**src/rtl/sha256_host_ctrl.sv**
```systemverilog
// ---------------------------------------------------------------------------
// sha256_host_ctrl
//
// Host-side sequencer for the SHA-256 wrapper. Pre-padded 32-bit message
// words arrive on a valid/ready stream and are packed MSB-first into a
// 512-bit block. Once a block is complete the controller pulses the IV reload
// (first block of a message only), the message latch and the start strobe.
// It then waits for the core's busy period to begin and end. After the final
// block the 256-bit digest is returned as eight 32-bit words on an output
// valid/ready stream, word 0 being digest[255:224].
//
// Ports
//   io_mainClk           system clock, rising edge
//   io_systemReset       synchronous active-high reset
//   s_data/s_valid/s_last/s_ready
//                        message word stream (s_last = final word of message)
//   input_data_reg       assembled 512-bit block presented to the wrapper
//   sha256_init_iv       one-cycle pulse, core reloads its IV
//   sha256_init_message  one-cycle pulse, core latches input_data_reg
//   sha256_start         one-cycle pulse, core begins compression
//   cmd_reg              3'b001 during the start pulse, otherwise 0
//   module_busy          core busy indication
//   output_data          core digest
//   d_data/d_valid/d_last/d_ready
//                        digest word stream, d_last marks word 7
//   err                  one-cycle pulse when s_last arrives early
// ---------------------------------------------------------------------------
module sha256_host_ctrl (
    input  logic         io_mainClk,
    input  logic         io_systemReset,
    input  logic [31:0]  s_data,
    input  logic         s_valid,
    input  logic         s_last,
    output logic         s_ready,
    output logic [511:0] input_data_reg,
    output logic         sha256_init_iv,
    output logic         sha256_init_message,
    output logic         sha256_start,
    output logic [2:0]   cmd_reg,
    input  logic         module_busy,
    input  logic [255:0] output_data,
    output logic [31:0]  d_data,
    output logic         d_valid,
    output logic         d_last,
    input  logic         d_ready,
    output logic         err
);

    localparam logic [2:0] LOAD    = 3'd0;
    localparam logic [2:0] IV      = 3'd1;
    localparam logic [2:0] MSG     = 3'd2;
    localparam logic [2:0] START   = 3'd3;
    localparam logic [2:0] WAIT_HI = 3'd4;
    localparam logic [2:0] WAIT_LO = 3'd5;
    localparam logic [2:0] OUT     = 3'd6;

    logic [2:0]   state;
    logic [3:0]   wcnt;
    logic         first_blk;
    logic         last_blk;
    logic [2:0]   dcnt;
    logic [255:0] digest;
    logic         s_accept;

    // s_ready is decoded from state; it is forced low while reset is held so
    // no word can be taken in the reset cycle even if the state is stale.
    assign s_ready  = (state == LOAD) && !io_systemReset;
    assign s_accept = s_valid && s_ready;

    // Digest word selection: word 0 is the most significant 32 bits.
    assign d_data = d_valid ? digest[255 - 32*int'(dcnt) -: 32] : 32'd0;
    assign d_last = d_valid && (dcnt == 3'd7);

    // Main sequencer. The control pulses are registered and raised on the
    // transition into the state they belong to, so each pulse is high exactly
    // during the cycle the FSM occupies IV, MSG or START.
    always_ff @(posedge io_mainClk) begin
        if (io_systemReset) begin
            state               <= LOAD;
            wcnt                <= 4'd0;
            first_blk           <= 1'b1;
            last_blk            <= 1'b0;
            dcnt                <= 3'd0;
            digest              <= '0;
            input_data_reg      <= '0;
            sha256_init_iv      <= 1'b0;
            sha256_init_message <= 1'b0;
            sha256_start        <= 1'b0;
            cmd_reg             <= 3'b000;
            d_valid             <= 1'b0;
            err                 <= 1'b0;
        end else begin
            sha256_init_iv      <= 1'b0;
            sha256_init_message <= 1'b0;
            sha256_start        <= 1'b0;
            cmd_reg             <= 3'b000;
            err                 <= 1'b0;

            case (state)
                LOAD: begin
                    if (s_accept) begin
                        if (s_last && (wcnt != 4'd15)) begin
                            // Early s_last: abort the whole message; the
                            // offending word is not stored anywhere.
                            err       <= 1'b1;
                            wcnt      <= 4'd0;
                            first_blk <= 1'b1;
                        end else begin
                            input_data_reg[511 - 32*int'(wcnt) -: 32] <= s_data;
                            wcnt <= wcnt + 4'd1;
                            if (wcnt == 4'd15) begin
                                last_blk <= s_last;
                                if (first_blk) begin
                                    state          <= IV;
                                    sha256_init_iv <= 1'b1;
                                end else begin
                                    state               <= MSG;
                                    sha256_init_message <= 1'b1;
                                end
                            end
                        end
                    end
                end

                IV: begin
                    first_blk           <= 1'b0;
                    state               <= MSG;
                    sha256_init_message <= 1'b1;
                end

                MSG: begin
                    state        <= START;
                    sha256_start <= 1'b1;
                    cmd_reg      <= 3'b001;
                end

                START: begin
                    state <= WAIT_HI;
                end

                // The core needs a cycle or more to raise busy; waiting for
                // the rising edge first keeps us from mistaking the idle low
                // level for completion.
                WAIT_HI: begin
                    if (module_busy) begin
                        state <= WAIT_LO;
                    end
                end

                WAIT_LO: begin
                    if (!module_busy) begin
                        if (last_blk) begin
                            state   <= OUT;
                            digest  <= output_data;
                            d_valid <= 1'b1;
                        end else begin
                            state <= LOAD;
                        end
                    end
                end

                OUT: begin
                    if (d_ready) begin
                        if (dcnt == 3'd7) begin
                            dcnt      <= 3'd0;
                            first_blk <= 1'b1;
                            last_blk  <= 1'b0;
                            d_valid   <= 1'b0;
                            state     <= LOAD;
                        end else begin
                            dcnt <= dcnt + 3'd1;
                        end
                    end
                end

                default: begin
                    state <= LOAD;
                end
            endcase
        end
    end

endmodule

```
**config.mk**
```make
export PLATFORM = sky130hd
export DESIGN_NAME = sha256_host_ctrl
export DESIGN_NICKNAME = d
export VERILOG_FILES = /design/src/rtl/sha256_host_ctrl.sv
export SDC_FILE = /design/constraint.sdc
export NUM_CORES = 2
export LEC_CHECK = 0
export ABC_CLOCK_PERIOD_IN_PS = 3200
export CORE_AREA = 2 2 326 328
export DETAILED_ROUTE_END_ITERATION = 8
export DIE_AREA = 0 0 328 330
export PLACE_DENSITY_LB_ADDON = 0.1
export SLEW_MARGIN = 10
export SYNTH_ARGS = -nofsm -noshare
export SYNTH_HDL_FRONTEND = slang
export SYNTH_SLANG_ARGS = --single-unit
```
**constraint.sdc**
```tcl
create_clock -name io_mainClk -period 3.2 [get_ports io_mainClk]
set_input_delay 0.8 -clock io_mainClk [delete_from_list [all_inputs] [get_ports io_mainClk]]
set_output_delay 0.8 -clock io_mainClk [all_outputs]
set_load 0.005 [all_outputs]
```
==> results.ini <==
[run_status]
status = finished, final reports clean

[detailed_routing]
wl_per_cell_um = 24.4
route.final.wire_length_mm = 140
avgViaCountPerCell = 4.97
dr_total_vias = 28700
drt_pre_antenna_iters = 8
drc_errors_left = 0
drtAntennaViolNets = 0
drt_first_iter_violations = 2339

[clock_tree]
tritoncts = built
cts_root_buffer = sky130_fd_sc_hd__clkbuf_16
clock_sinks = 785
cts_inserted_buffers = 92
clkTransAtPathRegs_ps = 60
clkLatencyLatePin_ps = 660
level_count_of_the_clock_h_tree = 3
cts_hold_repair.buffers = 0
clockBufferDepth = 3

[placed_design]
hpwl_mm = 95.4
place_area_sq_um = 41100
placement.io_buffers = 845
place.detailed.instances = 5565
place.gp.congestion = 0.836

[floorplanning]
design.die.area_sq_um = 108000
std_cell_rows = 119
initial_core_util_pct = 29.7
ios = 848
die_w_um = 328
die-height_um = 330
floorplan.core_area_sq_um = 105000

[synthesis]
yosysUniqueCellTypes = 47
synth-edff-count = 0
netlist.area_leader.share_pct = 50.6
asyncSetResetFlopFracSynth_pct = 0
synth.yosys.seq_area_share_pct = 50.6
postSynth.topFlopCell = sky130_fd_sc_hd__dfxtp_1
number_of_cells_produced_by_synthesis = 3576
synthesis.area_sq_um = 31100
synth.area.top_cells = sky130_fd_sc_hd__dfxtp_1 (51%), sky130_fd_sc_hd__nand2_1 (8.6%), sky130_fd_sc_hd__o21ai_0 (6.5%), sky130_fd_sc_hd__nand3b_1 (6.3%), sky130_fd_sc_hd__a21oi_1 (5.3%)
synth_area_per_inst_sq_um = 8.69
cell_with_the_most_instances_after_synthesis = sky130_fd_sc_hd__dfxtp_1
post_synthesis_register_bit_count = 785
ys.warnings.count = 0
synth_largest_area_cell = sky130_fd_sc_hd__dfxtp_1
synth.cells.most_frequent = sky130_fd_sc_hd__dfxtp_1 (785), sky130_fd_sc_hd__nand2_1 (710), sky130_fd_sc_hd__o21ai_0 (406)

[timing]
timing.clock.skew_ps = 35.6
max_clock_freq_mhz = 313
period_minus_slack_ps = 3200
worstMarginPinSlew_ps = 1070
setup_repair_after_global_routing_missed_its_margin = yes
final.period_utilization_pct = 99.9
slew_violations = 0
timing.max_slew.rel_slack_pct = 28.5
hold_viol_final = 0
timing.final.setup_violations = 0
timing.hold.ws_ps = 450

[power_and_ir_drop]
switching_power_mw = 4.84
power_frac_clock_pct = 48.7
power.switching_fraction_pct = 22.8
sequentialPowerShare_pct = 46.2
power_density_nw_per_um2 = 477
ir_worst_vdd_v = 0.000311
p_leak_nw = 14.4
p_int_mw = 16.4
p_comb_share_pct = 5.1

[worst_setup_path]
timing.critical_path.max_delay_family = multiplexers
end_kind = output pin
r2r_start = wcnt[1]$_SDFFE_PP0P_
critical_path_peak_fanout = 7
timing.critical_path.required_ps = 2400
critPathLaunchType = register
crit_path_cell_trace = buf_12, buf_12, buf_6, buf_6, mux4_2, mux2i_1, nor2b_1, buf_2
timing.critical_path.from = dcnt[0]$_SDFFE_PP0P_
timing.critical_path.slowest_cell_delay_ps = 570
critical_path_class = register to output pin
crit_slowest_cell = sky130_fd_sc_hd__mux4_2
crit_arrival_ps = 2400
crit_buf_inv = 5

[layout]
combined_area_of_the_multi_input_logic_cells_sq_um = 13900
final_net_count = 4605
fill_cells = 10500
fin_area_sq_um = 44400
flip_flop_count_of_the_largest_register_all_copies_and_words_added = 512
ff_latch_area_sq_um = 15700
synthToLayoutAreaGrowth_pct = 43.0
layout-drive-gt1-share_pct = 9.23
finalNonFillerCells = 5769

[worst_hold_path]
min_from = digest[43]$_SDFFE_PP0P_
min-delay-path-class = register to register

[global_routing]
grt_start_max_net_pins = 207
grt_remaining_overflow = 0
wire_length_of_the_first_global_routing_pass_mm = 198
overall_global_routing_usage_pct = 24.8
antenna_found_initial = 18
vias_in_the_first_global_route = 27200

[job]
max-cap-violations = 0

## stage by stage
stage	setup slack (ps)	setup TNS (ps)	utilization [%]	power, mW
final	1.85	0	42.5	21.2
after detailed placement	288	0	39.3	11.1
after CTS	-138	-1090	42.5	21.5
after global routing	-91.0	-826	42.5	21.9
after global placement	267	0	39.3	11.1
after floorplan	596	0	-	10.4
## layout by cell type, fill, tap and decap left out, types with 4 or more instances in the layout
master,Yosys,layout
sky130_fd_sc_hd__clkinv_2,0,8
sky130_fd_sc_hd__o21ai_1,47,47
sky130_fd_sc_hd__nand4_1,4,4
sky130_fd_sc_hd__clkbuf_1,271,28
sky130_fd_sc_hd__nand3_1,266,266
sky130_fd_sc_hd__nor3_2,0,4
sky130_fd_sc_hd__a2111oi_4,6,6
sky130_fd_sc_hd__clkbuf_8,0,22
sky130_fd_sc_hd__mux2i_1,33,29
sky130_fd_sc_hd__nor3_1,10,6
sky130_fd_sc_hd__o21ai_0,406,406
sky130_fd_sc_hd__and3b_1,4,4
sky130_fd_sc_hd__buf_12,0,41
sky130_fd_sc_hd__clkbuf_16,0,97
sky130_fd_sc_hd__buf_2,39,23
sky130_fd_sc_hd__inv_1,7,7
sky130_fd_sc_hd__buf_16,0,5
sky130_fd_sc_hd__nand2_1,710,710
sky130_fd_sc_hd__ha_1,8,8
sky130_fd_sc_hd__mux2i_2,0,4
sky130_fd_sc_hd__diode_2,0,10
sky130_fd_sc_hd__clkbuf_2,12,6
sky130_fd_sc_hd__nor2b_1,33,30
sky130_fd_sc_hd__clkdlybuf4s50_1,0,811
sky130_fd_sc_hd__nor2_1,15,15
sky130_fd_sc_hd__buf_4,8,79
sky130_fd_sc_hd__dfxtp_1,785,782
sky130_fd_sc_hd__mux4_2,64,64
sky130_fd_sc_hd__buf_6,13,16
sky130_fd_sc_hd__nand2b_1,196,196
sky130_fd_sc_hd__nand3b_1,261,261
sky130_fd_sc_hd__a21oi_1,329,329
## power groups by stage
stage               clock [mW]  sequential (mW)  combinational, mW
floorplan                    0             10.0              0.342
global placement             0             10.0               1.09
detailed placement           0             10.0               1.09
CTS                       10.6             9.80               1.09
global route              11.0             9.79               1.13
finish                    10.3             9.80               1.09
## final cells by class
type,count,area share [%]
Antenna cell,10,0.0563
Clock buffer,147,6.38
Clock inverter,12,0.214
Inverter,9,0.0760
Multi-Input combinational cell,2429,31.4
Sequential cell,785,35.4
Tap cell,1391,3.92
Timing Repair Buffer,986,22.6
## tightest hold or removal path, stage by stage (launching register included)
cell                      delay, ps
sky130_fd_sc_hd__dfxtp_1        300
sky130_fd_sc_hd__nand2_1         50
sky130_fd_sc_hd__a21oi_1         50
## worst paths after layout
kind	end	slack, ps	cells past startpoint
min	digest[43]$_SDFFE_PP0P_	450	2
max reg2reg	input_data_reg[344]$_SDFFE_PP0P_	740	7
min reg2reg	digest[43]$_SDFFE_PP0P_	450	2
max	d_data[13]	2	8
## cells by family (layout without fill, tap and decap cells)
kind of cell | Yosys count | count (layout) | synth area share, %
simple gates | 1514 | 1514 | 24.7
compound gates | 807 | 807 | 13.7
flops | 785 | 785 | 50.6
buf+inv | 363 | 1154 | 5.00
mux | 98 | 98 | 5.74
fa+ha+maj | 8 | 8 | 0.322
other cells | 1 | 12 | 0.0121
## layer usage
metal  global-route usage, %  part of all wire, %
met2                    41.8                   49
met3                    5.66                  6.7
met5                       0                0.041
met1                    30.9                   41
met4                    8.85                  2.8
## what timing repair did
item / in CTS / in global routing
resized for setup: 136 / 17
cloned: 6 / 0
buffers inserted: 29 / 7
endpoints found under the setup margin: 33 / 28
Note: power is estimated with default switching activity, not from simulation.
